$ cat src/rtl/mem_rd_pkg.sv
// mem_rd_pkg
//   Shared definitions for the memory read server: beat geometry, FSM state
//   and client-id enums, plus a helper that builds the byte-keep mask used on
//   the final (partial) beat of a transfer.
package mem_rd_pkg;

  localparam int MEM_DATA_BUS   = 128;
  localparam int BYTES_PER_BEAT = MEM_DATA_BUS / 8;
  localparam int BEAT_IDX_W     = $clog2(BYTES_PER_BEAT);

  typedef enum logic [1:0] {
    IDLE,
    READ,
    DRAIN
  } state_t;

  typedef enum logic {
    CLI_PIC = 1'b0,
    CLI_WGT = 1'b1
  } client_t;

  // Byte-keep mask for the last beat: a zero tail means the beat is full.
  function automatic logic [MEM_DATA_BUS-1:0] tail_keep(input logic [BEAT_IDX_W-1:0] tail);
    logic [MEM_DATA_BUS-1:0] m;
    m = '0;
    for (int i = 0; i < BYTES_PER_BEAT; i++) begin
      if ((tail == '0) || (i < int'(tail))) begin
        m[i*8 +: 8] = 8'hFF;
      end
    end
    return m;
  endfunction

endpackage

$ cat src/rtl/mem_rd_server_if.sv
// mem_rd_server_if
//   One client's read channel of the mem_intf_read protocol.
//   Client -> server : mem_req, mem_start_addr, mem_size_bytes
//   Server -> client : mem_gnt, mem_valid, mem_data, mem_last_valid
//   modport master is the client (accelerator port), slave is the server.
interface mem_rd_server_if #(
  parameter int ADDR_WIDTH = 12,
  parameter int SIZE_WIDTH = 16
);

  logic                                mem_req;
  logic [ADDR_WIDTH-1:0]               mem_start_addr;
  logic [SIZE_WIDTH-1:0]               mem_size_bytes;
  logic                                mem_gnt;
  logic                                mem_valid;
  logic [mem_rd_pkg::MEM_DATA_BUS-1:0] mem_data;
  logic                                mem_last_valid;

  modport master (
    output mem_req, mem_start_addr, mem_size_bytes,
    input  mem_gnt, mem_valid, mem_data, mem_last_valid
  );

  modport slave (
    input  mem_req, mem_start_addr, mem_size_bytes,
    output mem_gnt, mem_valid, mem_data, mem_last_valid
  );

endinterface

$ cat src/rtl/mem_rd_rr_arb.sv
// mem_rd_rr_arb
//   Two-requester round-robin arbiter. A lone requester always wins; when
//   both request, the one not granted last wins. The pointer favours pic out
//   of reset and moves only when the grant is actually taken.
//   Ports: clk, rst_n (async active-low), req[1:0] (bit0 pic, bit1 wgt),
//          accept (grant taken this cycle), sel[1:0] one-hot winner.
module mem_rd_rr_arb
  import mem_rd_pkg::*;
(
  input  logic       clk,
  input  logic       rst_n,
  input  logic [1:0] req,
  input  logic       accept,
  output logic [1:0] sel
);

  client_t favour_q;

  always_ff @(posedge clk or negedge rst_n) begin
    if (!rst_n) begin
      favour_q <= CLI_PIC;
    end else if (accept) begin
      favour_q <= sel[0] ? CLI_WGT : CLI_PIC;
    end
  end

  always_comb begin
    sel = req;
    if (req == 2'b11) begin
      sel = (favour_q == CLI_PIC) ? 2'b01 : 2'b10;
    end
  end

endmodule

$ cat src/rtl/mem_rd_server.sv
// mem_rd_server
//   Memory-side responder for the wgt and pic read clients of the FC
//   accelerator. Picks one request round-robin, reads ceil(size/16) words from
//   a 1-cycle-latency SRAM and streams them back as 128-bit beats, zeroing the
//   bytes past the requested size on the final beat.
//   Ports: clk, rst_n (async active-low); wgt, pic (client channels, slave
//          side); sram_rd_en/sram_addr/sram_rdata (SRAM word port);
//          rd_busy (transfer in progress); rd_err (bound check only).
//   Optional: define MEM_RD_BOUND_CHK_EN to reject transfers running past the
//          top of the SRAM; they get one zero beat with rd_err and no read.
//          Without it addresses simply wrap.
module mem_rd_server
  import mem_rd_pkg::*;
#(
  parameter int ADDR_WIDTH = 12,
  parameter int SIZE_WIDTH = 16
) (
  input  logic                             clk,
  input  logic                             rst_n,
  mem_rd_server_if.slave                   wgt,
  mem_rd_server_if.slave                   pic,
  output logic                             sram_rd_en,
  output logic [ADDR_WIDTH-BEAT_IDX_W-1:0] sram_addr,
  input  logic [MEM_DATA_BUS-1:0]          sram_rdata,
  output logic                             rd_busy
`ifdef MEM_RD_BOUND_CHK_EN
  ,
  output logic                             rd_err
`endif
);

  localparam int WORD_W = ADDR_WIDTH - BEAT_IDX_W;

  state_t                  state_q, state_d;
  logic [1:0]              req, sel;
  logic                    accept;
  logic [ADDR_WIDTH-1:0]   sel_addr;
  logic [SIZE_WIDTH-1:0]   sel_size;
  logic [SIZE_WIDTH:0]     sel_beats;
  logic [WORD_W-1:0]       sel_word;
  logic                    bound_err;

  client_t                 client_q;
  logic [WORD_W-1:0]       word_q;
  logic [SIZE_WIDTH-1:0]   left_q;
  logic [BEAT_IDX_W-1:0]   tail_q;
  logic                    zero_q, err_q, gnt_q, valid_q;
  logic                    last;
  logic [MEM_DATA_BUS-1:0] beat_data, out_data;

  assign req    = {wgt.mem_req, pic.mem_req};
  assign accept = (state_q == IDLE) && (req != 2'b00);

  mem_rd_rr_arb u_arb (
    .clk    (clk),
    .rst_n  (rst_n),
    .req    (req),
    .accept (accept),
    .sel    (sel)
  );

  assign sel_addr = sel[1] ? wgt.mem_start_addr : pic.mem_start_addr;
  assign sel_size = sel[1] ? wgt.mem_size_bytes : pic.mem_size_bytes;
  assign sel_word = WORD_W'(sel_addr >> BEAT_IDX_W);

  // Size 0 still produces one (all-zero) beat.
  assign sel_beats = (sel_size == '0) ? (SIZE_WIDTH+1)'(1)
                   : (({1'b0, sel_size} + (SIZE_WIDTH+1)'(BYTES_PER_BEAT-1)) >> BEAT_IDX_W);

`ifdef MEM_RD_BOUND_CHK_EN
  logic [SIZE_WIDTH+1:0] end_word;
  assign end_word  = (SIZE_WIDTH+2)'(sel_word) + (SIZE_WIDTH+2)'(sel_beats);
  assign bound_err = end_word > (SIZE_WIDTH+2)'(2**WORD_W);
`else
  assign bound_err = 1'b0;
`endif

  always_ff @(posedge clk or negedge rst_n) begin
    if (!rst_n) begin
      state_q <= IDLE;
    end else begin
      state_q <= state_d;
    end
  end

  always_comb begin
    state_d = state_q;
    case (state_q)
      IDLE:    if (accept) state_d = READ;
      READ:    if (left_q == '0) state_d = DRAIN;
      DRAIN:   state_d = IDLE;
      default: state_d = IDLE;
    endcase
  end

  // Transfer context is captured at the grant; valid trails the READ
  // state by one cycle to match the SRAM read latency.
  always_ff @(posedge clk or negedge rst_n) begin
    if (!rst_n) begin
      client_q <= CLI_PIC;
      word_q   <= '0;
      left_q   <= '0;
      tail_q   <= '0;
      zero_q   <= 1'b0;
      err_q    <= 1'b0;
      gnt_q    <= 1'b0;
      valid_q  <= 1'b0;
    end else begin
      gnt_q   <= accept;
      valid_q <= (state_q == READ);
      if (accept) begin
        client_q <= sel[1] ? CLI_WGT : CLI_PIC;
        word_q   <= sel_word;
        left_q   <= bound_err ? '0 : SIZE_WIDTH'(sel_beats - 1'b1);
        tail_q   <= sel_size[BEAT_IDX_W-1:0];
        zero_q   <= (sel_size == '0);
        err_q    <= bound_err;
      end else if ((state_q == READ) && (left_q != '0)) begin
        left_q <= left_q - 1'b1;
        word_q <= word_q + 1'b1;
      end
    end
  end

  assign sram_rd_en = (state_q == READ) && !err_q;
  assign sram_addr  = sram_rd_en ? word_q : '0;
  assign rd_busy    = (state_q != IDLE);
  assign last       = valid_q && (state_q == DRAIN);

  always_comb begin
    beat_data = sram_rdata;
    if (zero_q || err_q) begin
      beat_data = '0;
    end else if (last) begin
      beat_data = sram_rdata & tail_keep(tail_q);
    end
    out_data = valid_q ? beat_data : '0;
  end

`ifdef MEM_RD_BOUND_CHK_EN
  assign rd_err = last && err_q;
`endif

  assign pic.mem_gnt        = gnt_q   && (client_q == CLI_PIC);
  assign pic.mem_valid      = valid_q && (client_q == CLI_PIC);
  assign pic.mem_last_valid = last    && (client_q == CLI_PIC);
  assign pic.mem_data       = (client_q == CLI_PIC) ? out_data : '0;
  assign wgt.mem_gnt        = gnt_q   && (client_q == CLI_WGT);
  assign wgt.mem_valid      = valid_q && (client_q == CLI_WGT);
  assign wgt.mem_last_valid = last    && (client_q == CLI_WGT);
  assign wgt.mem_data       = (client_q == CLI_WGT) ? out_data : '0;

endmodule

$ cat src/flat_wrapper.sv
// flat-port wrapper written by rule: the top's interface ports become plain ports
module mem_rd_server_flat import mem_rd_pkg::*;
#(
  parameter int ADDR_WIDTH = 12,
  parameter int SIZE_WIDTH = 16
)
  (clk, rst_n, sram_rd_en, sram_addr, sram_rdata, rd_busy, wgt_mem_req, wgt_mem_start_addr, wgt_mem_size_bytes, wgt_mem_gnt, wgt_mem_valid, wgt_mem_data, wgt_mem_last_valid, pic_mem_req, pic_mem_start_addr, pic_mem_size_bytes, pic_mem_gnt, pic_mem_valid, pic_mem_data, pic_mem_last_valid);
  mem_rd_server_if #(.ADDR_WIDTH(ADDR_WIDTH), .SIZE_WIDTH(SIZE_WIDTH)) wgt_i ();
  mem_rd_server_if #(.ADDR_WIDTH(ADDR_WIDTH), .SIZE_WIDTH(SIZE_WIDTH)) pic_i ();
  input  logic clk;
  input  logic rst_n;
  output logic sram_rd_en;
  output logic [ADDR_WIDTH-BEAT_IDX_W-1:0] sram_addr;
  input  logic [MEM_DATA_BUS-1:0] sram_rdata;
  output logic rd_busy;
  input wire logic [$bits(wgt_i.mem_req)-1:0] wgt_mem_req;
  input wire logic [$bits(wgt_i.mem_start_addr)-1:0] wgt_mem_start_addr;
  input wire logic [$bits(wgt_i.mem_size_bytes)-1:0] wgt_mem_size_bytes;
  output wire logic [$bits(wgt_i.mem_gnt)-1:0] wgt_mem_gnt;
  output wire logic [$bits(wgt_i.mem_valid)-1:0] wgt_mem_valid;
  output wire logic [$bits(wgt_i.mem_data)-1:0] wgt_mem_data;
  output wire logic [$bits(wgt_i.mem_last_valid)-1:0] wgt_mem_last_valid;
  input wire logic [$bits(pic_i.mem_req)-1:0] pic_mem_req;
  input wire logic [$bits(pic_i.mem_start_addr)-1:0] pic_mem_start_addr;
  input wire logic [$bits(pic_i.mem_size_bytes)-1:0] pic_mem_size_bytes;
  output wire logic [$bits(pic_i.mem_gnt)-1:0] pic_mem_gnt;
  output wire logic [$bits(pic_i.mem_valid)-1:0] pic_mem_valid;
  output wire logic [$bits(pic_i.mem_data)-1:0] pic_mem_data;
  output wire logic [$bits(pic_i.mem_last_valid)-1:0] pic_mem_last_valid;
  assign wgt_i.mem_req = wgt_mem_req;
  assign wgt_i.mem_start_addr = wgt_mem_start_addr;
  assign wgt_i.mem_size_bytes = wgt_mem_size_bytes;
  assign wgt_mem_gnt = wgt_i.mem_gnt;
  assign wgt_mem_valid = wgt_i.mem_valid;
  assign wgt_mem_data = wgt_i.mem_data;
  assign wgt_mem_last_valid = wgt_i.mem_last_valid;
  assign pic_i.mem_req = pic_mem_req;
  assign pic_i.mem_start_addr = pic_mem_start_addr;
  assign pic_i.mem_size_bytes = pic_mem_size_bytes;
  assign pic_mem_gnt = pic_i.mem_gnt;
  assign pic_mem_valid = pic_i.mem_valid;
  assign pic_mem_data = pic_i.mem_data;
  assign pic_mem_last_valid = pic_i.mem_last_valid;
  mem_rd_server #(.ADDR_WIDTH(ADDR_WIDTH), .SIZE_WIDTH(SIZE_WIDTH)) u_core (.clk(clk), .rst_n(rst_n), .wgt(wgt_i), .pic(pic_i), .sram_rd_en(sram_rd_en), .sram_addr(sram_addr), .sram_rdata(sram_rdata), .rd_busy(rd_busy));
endmodule
$ cat config.mk
export PLATFORM = sky130hd
export DESIGN_NAME = mem_rd_server_flat
export DESIGN_NICKNAME = d
export VERILOG_FILES = /design/src/rtl/mem_rd_pkg.sv /design/src/rtl/mem_rd_server_if.sv /design/src/rtl/mem_rd_rr_arb.sv /design/src/rtl/mem_rd_server.sv /design/src/flat_wrapper.sv
export SDC_FILE = /design/constraint.sdc
export NUM_CORES = 1
export LEC_CHECK = 0
export CORE_AREA = 3 3 179 181
export DETAILED_ROUTE_END_ITERATION = 7
export DIE_AREA = 0 0 182 184
export PLACE_DENSITY = 0.47
export SETUP_SLACK_MARGIN = 0.05
export SYNTH_ARGS = -nofsm -noshare
export SYNTH_HDL_FRONTEND = slang
export SYNTH_SLANG_ARGS = --single-unit
export TNS_END_PERCENT = 50
$ cat constraint.sdc
create_clock -name clk -period 3.3 [get_ports clk]
set_input_delay 0.66 -clock clk [delete_from_list [all_inputs] [get_ports clk]]
set_output_delay 0.66 -clock clk [all_outputs]
set_load 0.005 [all_outputs]
==> run_results.csv <==
group,metric,value,unit
route,vias,6698,
worst_hold_path,hp-class,"reg2reg",
placement,hpwl,27600,um
placement,dp.cells,1571,
critical_path,critPathLaunch,"pic_mem_size_bytes[5]",
logic_synthesis,ys_async_sr_fraction,100,%
logic_synthesis,yosysWarnings,0,
timing,skew,7.07,ps
route,drc,0,
logic_synthesis,synth_nets,848,
job,maxCapViolCount,0,
critical_path,critPathBufInv,1,
floorplan,start_util,15.1,%
layout,area_growth_syn_to_layout,129,%
clock_tree,max-clock-path-buffers,2,
pwr,p_clk_share,40.8,%
critical_path,crit_path_max_incr_delay,580,ps
layout,utilization,34.7,%
clock_tree,root_buffer,"clkbuf_16",
logic_synthesis,netlist_instances,658,
placement,numPortBuffers,451,
global_route,grt_util_all_layers,17.6,%
logic_synthesis,synth_cell_types,60,
pwr,swShare,23.6,%
timing,max_freq,314,MHz
critical_path,crit_path_end_kind,"register",
route,vias_per_cell,4.22,
worst_hold_path,worstHoldStart,"u_core.state_q[1]",
floorplan,dieArea,33500,um2
pwr,power_frac_comb,27.8,%
timing,worst_pin_slew,886,ps
pwr,seq_power_share,31.4,%
status,outcome,"complete, no violations",
floorplan,chipWidth,182,um
clock_tree,cts_tree,"yes",
clock_tree,cts_made_buffers,5,
logic_synthesis,synth_edf_count,0,
route,firstDrtPassIters,4,
logic_synthesis,synth_seq_area_share,18.9,%
timing,holdWs,481,ps
critical_path,crit_type,"in2reg",
global_route,grt_pass1_vias,6581,
clock_tree,htreeDepth,2,
critical_path,r2r-start,"u_core.u_arb.favour_q",
floorplan,die_y,184,um
clock_tree,clkLatencyLatePin,280,ps
route,wl_per_cell,19.9,um
pwr,ir_drop,250,uV
global_route,grt_antenna_before_repair,4,
critical_path,path_cells,"clkdlybuf4s50_1 > nand3_2 > or4_4 > a211o_1 > a32o_1 > a211o_1 > nand2b_4 > nand4b_4 > o311a_1",
pwr,net-switching-power,323,uW
critical_path,startpoint_type,"input port",
clock_tree,cts_sinks,35,
pwr,powerDensity,129,nW/um2
logic_synthesis,synth_flop_cell,"dfrtp_1",
timing,post-route-period-util,96.4,%
timing,rsz0062_at_grt,"yes",
logic_synthesis,ys_ff_latch,35,
route,ant_nets,0,
route,postRouteWirelength,31700,um
timing,drv_slew,0,
pwr,p_leak,4.32,nW
global_route,grt_pass1_wl,44800,um
route,drt_iter0_drc,298,
critical_path,critPathSlowestCell,"or4_4",
critical_path,cp.arrival,3340,ps
global_route,grt_max_degree,36,
layout,final_area,10600,um2
clock_tree,clkTransAtPathRegs,60,ps
floorplan,core-area,30600,um2
critical_path,critical_path_required,3450,ps
timing,finalHoldViolations,0,
floorplan,io_pins,460,
critical_path,cp_top_family,"compound AO/OA/AOI/OAI gates",
pwr,p_int,1.05,mW
logic_synthesis,netlist_area,4630,um2
timing,finalSetupViolCount,0,
floorplan,num_rows,64,
critical_path,crit_top_cell,"a211o_1",
timing,period_needed,3180,ps
pwr,finalPower,1.37,mW
logic_synthesis,synth_area_per_cell,7.04,um2
layout,final_cells,1588,
placement,dpl_cell_area,10200,um2
layout,drive_gt1_share,13.3,%
timing,slew_headroom,40.9,%
placement,gp_congestion,0.859,
global_route,gr-total-overflow,0,
critical_path,crit_fanout,3,
layout,nNetsFinal,1377,
==> worst register-to-register path, delay by kind of cell, from the launching register on <==
family	cells	cell delay, ps
flip-flops	1	400
AO/OA/AOI/OAI	4	1120
AND/OR/NAND/NOR	5	1210
==> power groups by stage <==
stage	combinational (mW)	sequential, mW	clock [mW]
after floorplan	0.0581	0.437	0
after global placement	0.377	0.437	0
after detailed placement	0.376	0.437	0
after CTS	0.378	0.429	0.571
after global routing	0.408	0.429	0.589
final	0.380	0.429	0.558
==> path summary, 6_finish.rpt <==
kind	end	slack [ps]	cells past startpoint
worst max-delay path	u_core.left_q[15]	120	9
worst min-delay path	u_core.state_q[1]	480	1
worst max register to register	u_core.left_q[15]	460	9
worst min register to register	u_core.state_q[1]	480	1
max in group asynchronous	u_core.valid_q	2240	1
min in group asynchronous	u_core.left_q[14]	510	1
==> cell families (layout without fill, tap and decap cells) <==
group / Yosys count / after routing / synth area share (%)
flops: 35 / 35 / 18.9
xor+xnor: 28 / 28 / 5.30
fa+ha+maj: 2 / 2 / 0.540
mux: 11 / 11 / 2.68
compound gates: 88 / 88 / 12.5
buf+inv: 33 / 563 / 2.76
other cells: 0 / 4 / 0
simple gates: 461 / 461 / 57.3
==> synth_stat cells, types with 3 or more instances <==
cell type  number  area share, %
inv_1           6           0.49
nand4b_1        3           0.57
or2_2           3           0.41
and2_1        254             34
nor4_1          7           0.95
nor3_1          7           0.76
o22ai_1         3           0.41
a211o_1         4           0.76
nand4_1         8            1.1
nand2_1        51            4.1
buf_2           3           0.32
o21ai_0         8           0.86
a31oi_1        14            1.9
a21oi_1        32            3.5
nand3_1        16            1.7
a211oi_1        6           0.97
nor2_1         59            4.8
xnor2_1        10            1.9
and4_1          4           0.76
nor2b_1         6           0.81
dfrtp_1        35             19
mux2i_1         9            1.9
and3_1         25            3.4
xor2_1         18            3.4
clkbuf_1       22            1.8
or3_1           5           0.68
==> placed cells by master (no fill, tap or decap), drive strengths merged, types with 5 or more instances in the layout <==
master,instances
clkdlybuf4s50,438
and2,255
buf,98
nor2,59
nand2,51
dfrtp,35
a21oi,32
and3,25
xor2,18
nand3,17
a31oi,14
xnor2,10
mux2i,10
clkbuf,10
o21ai,9
nand4,8
dlymetal6s2s,7
nor3,7
nor4,7
inv,6
nor2b,6
a211oi,6
or3,5
==> routing by layer <==
layer	wire length, um	share of wire [%]	up-vias	global-route usage, %
li1	-	-	3320	-
met1	12600	40	3104	21.1
met2	16700	53	242	32.9
met3	1770	5.6	28	3.11
met4	489	1.5	4	3.17
met5	27	0.085	-	0
==> registers in the layout, indices dropped and copies added, names as in the netlist <==
register and count:
u_core.client_q 1, u_core.gnt_q 1, u_core.left_q 16, u_core.state_q 2, u_core.tail_q 4, u_core.u_arb.favour_q 1, u_core.valid_q 1, u_core.word_q 8
u_core.zero_q 1
==> cell type report <==
class	instances	area, um2
diodes	4	10.0
clock buffers	6	139
clock inverters	2	35.0
fillers	3281	20000
inverters	7	26.3
multi-input cells	590	3800
flip-flops and latches	35	876
well taps	396	495
repair buffers	548	5250
==> stage by stage <==
step	setup TNS, ps	setup WS [ps]
floorplan	0	13.0
global placement	-5050	-519
detailed placement	-5410	-552
CTS	0	12.7
global route	-14.6	-13.9
finish	0	118
==> repair_timing <==
action	CTS	global route
hold buffers	0	0
pin swaps	5	13
buffers inserted	1	4
gates resized for setup	18	46
cloned	0	0
endpoints found under the setup margin	62	109
No activity file was read; power rests on OpenSTA's default activity.
